==> config.mk <==
export PLATFORM = sky130hd
export DESIGN_NAME = a2d_arbiter
export DESIGN_NICKNAME = d
export VERILOG_FILES = /design/src/rtl/a2d_arbiter_pkg.sv /design/src/rtl/a2d_wdog.sv /design/src/rtl/a2d_arbiter.sv
export SDC_FILE = /design/constraint.sdc
export NUM_CORES = 1
export LEC_CHECK = 0
export ABC_AREA = 1
export CELL_PAD_IN_SITES_DETAIL_PLACEMENT = 1
export CELL_PAD_IN_SITES_GLOBAL_PLACEMENT = 1
export CORE_MARGIN = 3
export CORE_UTILIZATION = 35
export DETAILED_ROUTE_END_ITERATION = 8
export GPL_ROUTABILITY_DRIVEN = 1
export MAX_ROUTING_LAYER = met4
export PLACE_DENSITY = 0.83
export SYNTH_ARGS = -nofsm -noshare
export SYNTH_HDL_FRONTEND = slang
export SYNTH_SLANG_ARGS = --single-unit
==> constraint.sdc <==
create_clock -name clk -period 1.9 [get_ports clk]
set_input_delay 0.38 -clock clk [delete_from_list [all_inputs] [get_ports clk]]
set_output_delay 0.38 -clock clk [all_outputs]
set_load 0.1 [all_outputs]
==> src/rtl/a2d_arbiter_pkg.sv <==
// Shared types and default constants for the A2D arbiter and its watchdog.
package a2d_arbiter_pkg;

    typedef enum logic [1:0] {
        ST_IDLE       = 2'd0,
        ST_START      = 2'd1,
        ST_WAIT_CMPLT = 2'd2,
        ST_DONE       = 2'd3
    } state_t;

    typedef enum logic {
        OWN_MOT = 1'b0,
        OWN_HK  = 1'b1
    } owner_t;

    localparam logic [11:0] TIMEOUT_CYC_DEF = 12'd4095;
    localparam logic [2:0]  STARVE_LIM_DEF  = 3'd4;

endpackage

==> src/rtl/a2d_wdog.sv <==
// Conversion watchdog: cleared by load, counts while enabled, flags expiry
// once the count equals TIMEOUT_CYC. The count holds at expiry so it never wraps.
module a2d_wdog
    import a2d_arbiter_pkg::*;
#(
    parameter logic [11:0] TIMEOUT_CYC = TIMEOUT_CYC_DEF
) (
    input  logic clk,
    input  logic rst,
    input  logic load,
    input  logic en,
    output logic expired
);

    logic [11:0] cnt;

    assign expired = (cnt == TIMEOUT_CYC);

    // Count cycles spent waiting for conversion complete.
    always_ff @(posedge clk) begin
        if (rst) begin
            cnt <= 12'd0;
        end else if (load) begin
            cnt <= 12'd0;
        end else if (en && !expired) begin
            cnt <= cnt + 12'd1;
        end
    end

endmodule

==> src/rtl/a2d_arbiter.sv <==
// Arbitrates the single A2D converter between the motion controller and the
// housekeeping monitor. Motion has priority unless housekeeping has been
// passed over STARVE_LIM times in a row. Each conversion is guarded by a
// watchdog; a timed-out conversion reports res = 0 and sets a sticky error.
module a2d_arbiter
    import a2d_arbiter_pkg::*;
#(
    parameter logic [11:0] TIMEOUT_CYC = TIMEOUT_CYC_DEF,
    parameter logic [2:0]  STARVE_LIM  = STARVE_LIM_DEF
) (
    input  logic        clk,
    input  logic        rst,
    input  logic        req_mot,
    input  logic [2:0]  chnnl_mot,
    input  logic        req_hk,
    input  logic [2:0]  chnnl_hk,
    output logic        gnt_mot,
    output logic        gnt_hk,
    output logic        done_mot,
    output logic        done_hk,
    output logic [11:0] res,
    output logic        timeout_err,
    output logic        a2d_strt_cnv,
    output logic [2:0]  a2d_chnnl,
    input  logic        a2d_cnv_cmplt,
    input  logic [11:0] a2d_res
);

    state_t      state;
    owner_t      owner;
    logic [2:0]  starve_cnt;
    logic        hk_wins;
    logic        grant;
    logic        wdog_expired;

    // Housekeeping only beats a pending motion request once it has starved.
    assign hk_wins = req_hk && (!req_mot || (starve_cnt == STARVE_LIM));
    assign grant   = (state == ST_IDLE) && (req_mot || req_hk);

    a2d_wdog #(
        .TIMEOUT_CYC(TIMEOUT_CYC)
    ) u_wdog (
        .clk    (clk),
        .rst    (rst),
        .load   (state == ST_START),
        .en     (state == ST_WAIT_CMPLT),
        .expired(wdog_expired)
    );

    // Track how many motion grants housekeeping has waited through.
    always_ff @(posedge clk) begin
        if (rst || !req_hk) begin
            starve_cnt <= 3'd0;
        end else if (grant) begin
            if (hk_wins) begin
                starve_cnt <= 3'd0;
            end else if (starve_cnt != STARVE_LIM) begin
                starve_cnt <= starve_cnt + 3'd1;
            end
        end
    end

    // Main sequencer: grant, start pulse, wait for completion or timeout, done pulse.
    always_ff @(posedge clk) begin
        if (rst) begin
            state        <= ST_IDLE;
            owner        <= OWN_MOT;
            gnt_mot      <= 1'b0;
            gnt_hk       <= 1'b0;
            done_mot     <= 1'b0;
            done_hk      <= 1'b0;
            res          <= 12'h000;
            timeout_err  <= 1'b0;
            a2d_strt_cnv <= 1'b0;
            a2d_chnnl    <= 3'd0;
        end else begin
            a2d_strt_cnv <= 1'b0;
            done_mot     <= 1'b0;
            done_hk      <= 1'b0;
            case (state)
                ST_IDLE: begin
                    if (req_mot || req_hk) begin
                        owner     <= hk_wins ? OWN_HK : OWN_MOT;
                        a2d_chnnl <= hk_wins ? chnnl_hk : chnnl_mot;
                        gnt_hk    <= hk_wins;
                        gnt_mot   <= !hk_wins;
                        state     <= ST_START;
                    end
                end
                ST_START: begin
                    a2d_strt_cnv <= 1'b1;
                    state        <= ST_WAIT_CMPLT;
                end
                ST_WAIT_CMPLT: begin
                    // Completion takes precedence over a coincident timeout.
                    if (a2d_cnv_cmplt) begin
                        res      <= a2d_res;
                        done_mot <= (owner == OWN_MOT);
                        done_hk  <= (owner == OWN_HK);
                        state    <= ST_DONE;
                    end else if (wdog_expired) begin
                        res         <= 12'h000;
                        timeout_err <= 1'b1;
                        done_mot    <= (owner == OWN_MOT);
                        done_hk     <= (owner == OWN_HK);
                        state       <= ST_DONE;
                    end
                end
                ST_DONE: begin
                    gnt_mot <= 1'b0;
                    gnt_hk  <= 1'b0;
                    state   <= ST_IDLE;
                end
                default: state <= ST_IDLE;
            endcase
        end
    end

endmodule

# Word level (Yosys, flattened, before mapping)

Index checks and enable logic that the tools add are counted.

Register bits after elaboration: 39
Input port bits: 23
Output and inout port bits: 21
Word-level logic and storage cells: 66

$add $sub $neg: 2
Equality and inequality tests: 8
Multiplexer cells: 19
Bitwise logic cells: 3
Reductions and logical operators: 22

Operators by type and width:

| kind                                                                  | number |
|---|---|
| 12-bit two-way mux                                                    | 2 |
| 12-bit by 1-bit adder with 12-bit output, second input constant       | 1 |
| 12-bit equality test, second input constant                           | 1 |
| 2-bit AND reduction                                                   | 5 |
| 3-bit two-way mux                                                     | 3 |
| 1-bit two-way mux                                                     | 8 |
| 2-bit one-hot mux with 4 select lines                                 | 1 |
| 2-bit two-way mux                                                     | 3 |
| 3-bit != test, second input constant                                  | 2 |
| 2-bit nonzero test                                                    | 3 |
| 2-bit equality test, second input constant                            | 2 |
| 1-bit logical NOT                                                     | 4 |
| 1-bit one-hot mux with 2 select lines                                 | 2 |
| 2-bit OR reduction                                                    | 2 |
| 3-bit by 1-bit adder with 3-bit output, second input constant         | 1 |
| 3-bit equality test, second input constant                            | 1 |
| 1-bit logical AND                                                     | 3 |
| 1-bit logical OR                                                      | 3 |
| 1-bit NOT                                                             | 3 |
| 3-bit AND reduction                                                   | 1 |
| 2-bit by 1-bit equality test with 1-bit output, second input constant | 1 |
| 2-bit logical NOT                                                     | 1 |
| 2-bit by 1-bit != test with 1-bit output, second input constant       | 1 |

# Logic depth before layout (Yosys ltp)

Depth in word-level cells: 6
Gate-level depth with buffers: 10

# Modules after synthesis

Synthesis repeated with hierarchy kept, for this count alone.

Cells, all modules: 264
Area total of the unflattened synthesis: 1904.3 um^2

Modules (own cells, without submodules):

| module      | times used | cells an instance | area each (um^2) |
|---|---|---|---|
| a2d_arbiter | 1          | 159               | 1196.1 |
| a2d_wdog    | 1          | 105               | 708.2 |

# Least setup slack after synthesis

OpenSTA, ideal clock, no wires.

Path kind: register -> register
Start: register u_wdog.cnt[0]
End: register res[0]
Arrival time: 1.324 ns
Data required time: 1.768 ns
Slack: 0.444 ns
Stages on the path, launching flop included: 10
Buffers on the path: 1
Clock period less this slack: 1.456 ns
Cells stage by stage: dfxtp_1 -> ha_1 -> inv_1 -> nor2_2 -> nand3_4 -> nand2_2 -> nand2_2 -> buf_6 -> nand2_1 -> a21oi_1

Cells in the longest elaborated chain, start to end: 3

RTL lines:

| item                                 | RTL line          | RTL |
|---|---|---|
| start, declared                      | a2d_wdog.sv:15    | `logic [11:0] cnt;` |
| start signal, assigned               | a2d_wdog.sv:26    | `cnt <= cnt + 12'd1;` |
| 12-bit equality test                 | a2d_wdog.sv:17    | `assign expired = (cnt == TIMEOUT_CYC);` |
| 2-bit nonzero test (no source line)  | -                 |  |
| 2-bit AND reduction (no source line) | -                 |  |
| end signal, assigned                 | a2d_arbiter.sv:97 | `res <= a2d_res;` |
| end, declared                        | a2d_arbiter.sv:21 | `output logic [11:0] res,` |

Every way passes these cells.
A chain may end at the register's enable or synchronous reset.

# Worst setup path in the final report

Start: register state[0]
End: register res[4]

Cells in the longest elaborated chain, start to end: 2

RTL lines:

| item                                 | RTL line          | RTL |
|---|---|---|
| start, declared                      | a2d_arbiter.sv:29 | `state_t state;` |
| start signal, assigned               | a2d_arbiter.sv:66 | `state <= ST_IDLE;` |
| start signal, assigned               | a2d_arbiter.sv:87 | `state <= ST_START;` |
| start signal, assigned               | a2d_arbiter.sv:92 | `state <= ST_WAIT_CMPLT;` |
| 2-bit equality test                  | a2d_arbiter.sv:80 | `case (state)` |
| 2-bit AND reduction (no source line) | -                 |  |

Every way passes these cells.

==> impl_metrics.py <==
metrics = {
    "logic_synthesis": {
        "mappedNetlistNets": 290,
        "synth_area_per_inst_sq_um": 7.15,
        "synth.lib_cells_used.distinct": 26,
        "fraction_of_the_yosys_area_taken_by_sequential_cells": 0.421,
        "synth_cells": 259,
        "synth_warnings": 0,
        "synth_seq_cells": 39,
        "syn_area_sq_um": 1850,
    },
    "clocking": {
        "cts_hold_buffers": 0,
        "clock_tree.htree_level_count": 2,
        "path_clk_slew_ns": 0.08,
        "cts-buffers-inserted": 5,
        "cts_sink_count": 39,
        "cts_tree": "yes",
        "worstSkewPairLatency_ns": 0.29,
        "clock_tree.buffer_depth": 2,
        "cts-resized-gates": 0,
        "cts_post_setup_buffers_inserted": 0,
        "cts_root_buf": "clkbuf_8",
    },
    "power_and_ir_drop": {
        "powerDensity_nw_per_um2": 1220,
        "vdd_ir_drop_max_v": 0.000839,
        "clock_power_share": 0.239,
        "switching_share_of_power": 0.444,
        "power.combinational.fraction": 0.422,
        "switching_power_uw": 1310,
        "sequentialPowerShare": 0.339,
        "p_int_uw": 1640,
        "leakage_uw": 0.000998,
    },
    "worst_setup_path": {
        "worst-r2r-setup-slack_ns": 0.28,
        "path_max_fanout": 12,
        "worst_r2r_startpoint": "state[0]$_SDFFE_PP0P_",
        "cp_num_cells": 6,
        "r2r_end": "res[4]$_SDFFE_PP0P_",
        "worst_path_dominant_cell_family": "buffers and inverters",
        "cpMaxStageDelayCell": "ha_1",
        "crit_path_cell_trace": "inv_1, ha_1, nand2_1, inv_1, nand2_1, a21oi_1",
        "delay_of_the_slowest_cell_on_the_worst_path_ns": 0.38,
        "crit_path_end_kind": "register",
        "critical_path_class": "register to register",
        "worstPathBufferInverterCount": 2,
        "timing.critical_path.arrival_ns": 1.84,
        "ff_to_ff_path_depth": 6,
        "timing.critical_path.required_ns": 2.12,
        "critPathLaunchType": "register",
    },
    "floorplan": {
        "die_y_um": 78.8,
        "ios": 44,
        "fp.dieArea_sq_um": 6200,
        "num_rows": 25,
        "horiz_die_dim_um": 78.8,
        "core_region_area_sq_um": 4910,
        "start_util": 0.377,
    },
    "sta": {
        "final_min_period_over_clock_period": 0.854,
        "setup_repair_after_global_routing_missed_its_margin": "no",
        "final-hold-violation-count": 0,
        "timing.fmax_ghz": 0.616,
        "setup_violations": 0,
        "fin_crit_ns": 1.62,
        "postLayoutSetupSlackWorst_ns": 0.278,
        "final.setup_skew_ns": 0.00600,
        "worst-slew-pin-transition_ns": 0.375,
        "final.setup.tns_ns": 0,
        "slew-limit-headroom": 0.750,
        "final_max_slew_viol_count": 0,
        "fin_worst_hold_slack_ns": 0.450,
    },
    "layout": {
        "antenna_cells_inserted": 0,
        "layout-area-overhead-vs-synth_pct": 31.2,
        "area.sequential_sq_um": 781,
        "drive_gt1_frac": 0.145,
        "final.fill_count": 642,
        "post-route-cell-area_sq_um": 2430,
        "multi_input_area_sq_um": 918,
        "layout.nets": 340,
    },
    "place": {
        "gpl.final_weighted_congestion": 0.774,
        "dp_hpwl_mm": 3.83,
        "post-place-ws_ns": 0.267,
        "post_dp_cell_area_sq_um": 2320,
        "io_buffer_count": 43,
    },
    "min_path": {
        "whs_path_depth": 1,
        "timing.hold.worst_endpoint": "done_mot$_SDFF_PP0_",
        "hold_path.class": "register to register",
        "min-delay-start": "owner$_SDFFE_PP0P_",
    },
    "global_routing": {
        "largest_net_degree_at_the_start_of_global_routing": 15,
        "grt_pass1_vias": 1903,
        "track_usage": 0.177,
        "grt_overflow": 0,
        "grt_antenna_before_repair": 0,
        "first_pass_grt_wire_length_mm": 8.51,
    },
    "route": {
        "detail_route.vias_per_cell": 4.82,
        "postRouteAntennaNets": 0,
        "routed-via-count": 1816,
        "wire_per_inst_um": 13.5,
        "wirelength_mm": 5.07,
        "residual_drc_count": 0,
        "drt_iter0_drc": 69,
        "drt_pass1_iterations": 4,
    },
    "outcome": {
        "status": "completed",
    },
    "run": {
        "cap_violations": 0,
    },
}
cell type report:
class                           instances  area share
Multi-Input combinational cell        184       0.378
Clock inverter                          3      0.0180
Inverter                               30      0.0463
Sequential cell                        39       0.321
Clock buffer                            5      0.0283
Timing Repair Buffer                   49       0.174
Tap cell                               67      0.0345
cells by family after synthesis:
kind of cell             count (synthesis)  synth area share
AO/OA/AOI/OAI                           44             0.125
buffers and inverters                   36            0.0830
AND/OR/NAND/NOR                        129             0.302
XOR/XNOR                                 3            0.0142
flip-flops                              39             0.421
adder cells (fa/ha/maj)                  8            0.0540
flip-flops by register name (all words and copies together) (netlist names), 2 cells and up:
register / flops
a2d_chnnl: 3
u_wdog.cnt: 12
state: 2
starve_cnt: 3
res: 12
routing by layer:
metal / share of wire / GRT usage / vias to the layer above
met5: 0 / - / -
li1: - / - / 923
met1: 0.44 / 0.200 / 852
met3: 0.029 / 0.0329 / 9
met2: 0.51 / 0.319 / 32
met4: 0.016 / 0.0524 / 0
synthesized netlist by cell type, drive strengths merged:
cell type  instances  area (sq um)
nor2              28           118
buf                5          37.5
clkbuf             1          3.75
o211ai             2          15.0
a21boi             1          7.51
o21ai              9          45.0
dfxtp             39           781
nand2             78           300
inv               30           113
or2                1          6.26
xnor2              1          8.76
ha                 8           100
o21a               1          7.51
a21oi             30           150
nand3             16          92.6
nor3               3          25.0
xor2               2          17.5
a31oi              1          6.26
nand4              3          18.8
power by group through the flow:
stage / Sequential [uW] / Combinational (uW) / Clock [uW]
6_report: 1000 / 1250 / 705
5_1_grt: 1020 / 1360 / 761
4_1_cts: 1000 / 1260 / 723
3_5_place_dp: 1020 / 1240 / 0
3_3_place_gp: 1010 / 1210 / 0
2_1_floorplan: 1480 / 466 / 0
worst max-delay path by stage:
stage / start / to / slack [ns]
floorplan: u_wdog.cnt[0]$_SDFFE_PP0P_ / res[0]$_SDFFE_PP0P_ / 0.44
global placement: req_hk / starve_cnt[2]$_SDFFE_PP0P_ / 0.30
detailed placement: req_hk / starve_cnt[2]$_SDFFE_PP0P_ / 0.27
CTS: state[0]$_SDFFE_PP0P_ / res[4]$_SDFFE_PP0P_ / 0.28
global route: state[0]$_SDFFE_PP0P_ / res[10]$_SDFFE_PP0P_ / 0.09
finish: state[0]$_SDFFE_PP0P_ / res[4]$_SDFFE_PP0P_ / 0.28
cell usage in the layout (no fill, tap or decap), types with 2 or more instances in the layout:
cell type	synthesis	routed
nor3_2	2	2
o21ai_0	6	6
clkdlybuf4s50_1	0	22
nor2_2	2	2
o21ai_1	3	3
clkbuf_8	0	5
a21oi_1	30	30
nand4_1	3	3
ha_1	8	8
inv_1	30	30
buf_4	0	27
dfxtp_1	39	39
nor2_1	25	25
xor2_1	2	2
nand3_1	15	15
o211ai_1	2	2
nand2_2	3	3
nand2_1	75	75
per-stage QoR:
| stage | total power, uW | util | instances |
|---|---|---|---|
| finish | 2950 | 0.495 | 377 |
| global route | 3130 | 0.495 | 377 |
| CTS | 2980 | 0.495 | 377 |
| detailed placement | 2260 | 0.472 | 369 |
| global placement | 2230 | 0.472 | 369 |
| floorplan | 1950 | - | 259 |
Note: power is estimated with default switching activity, not from simulation.
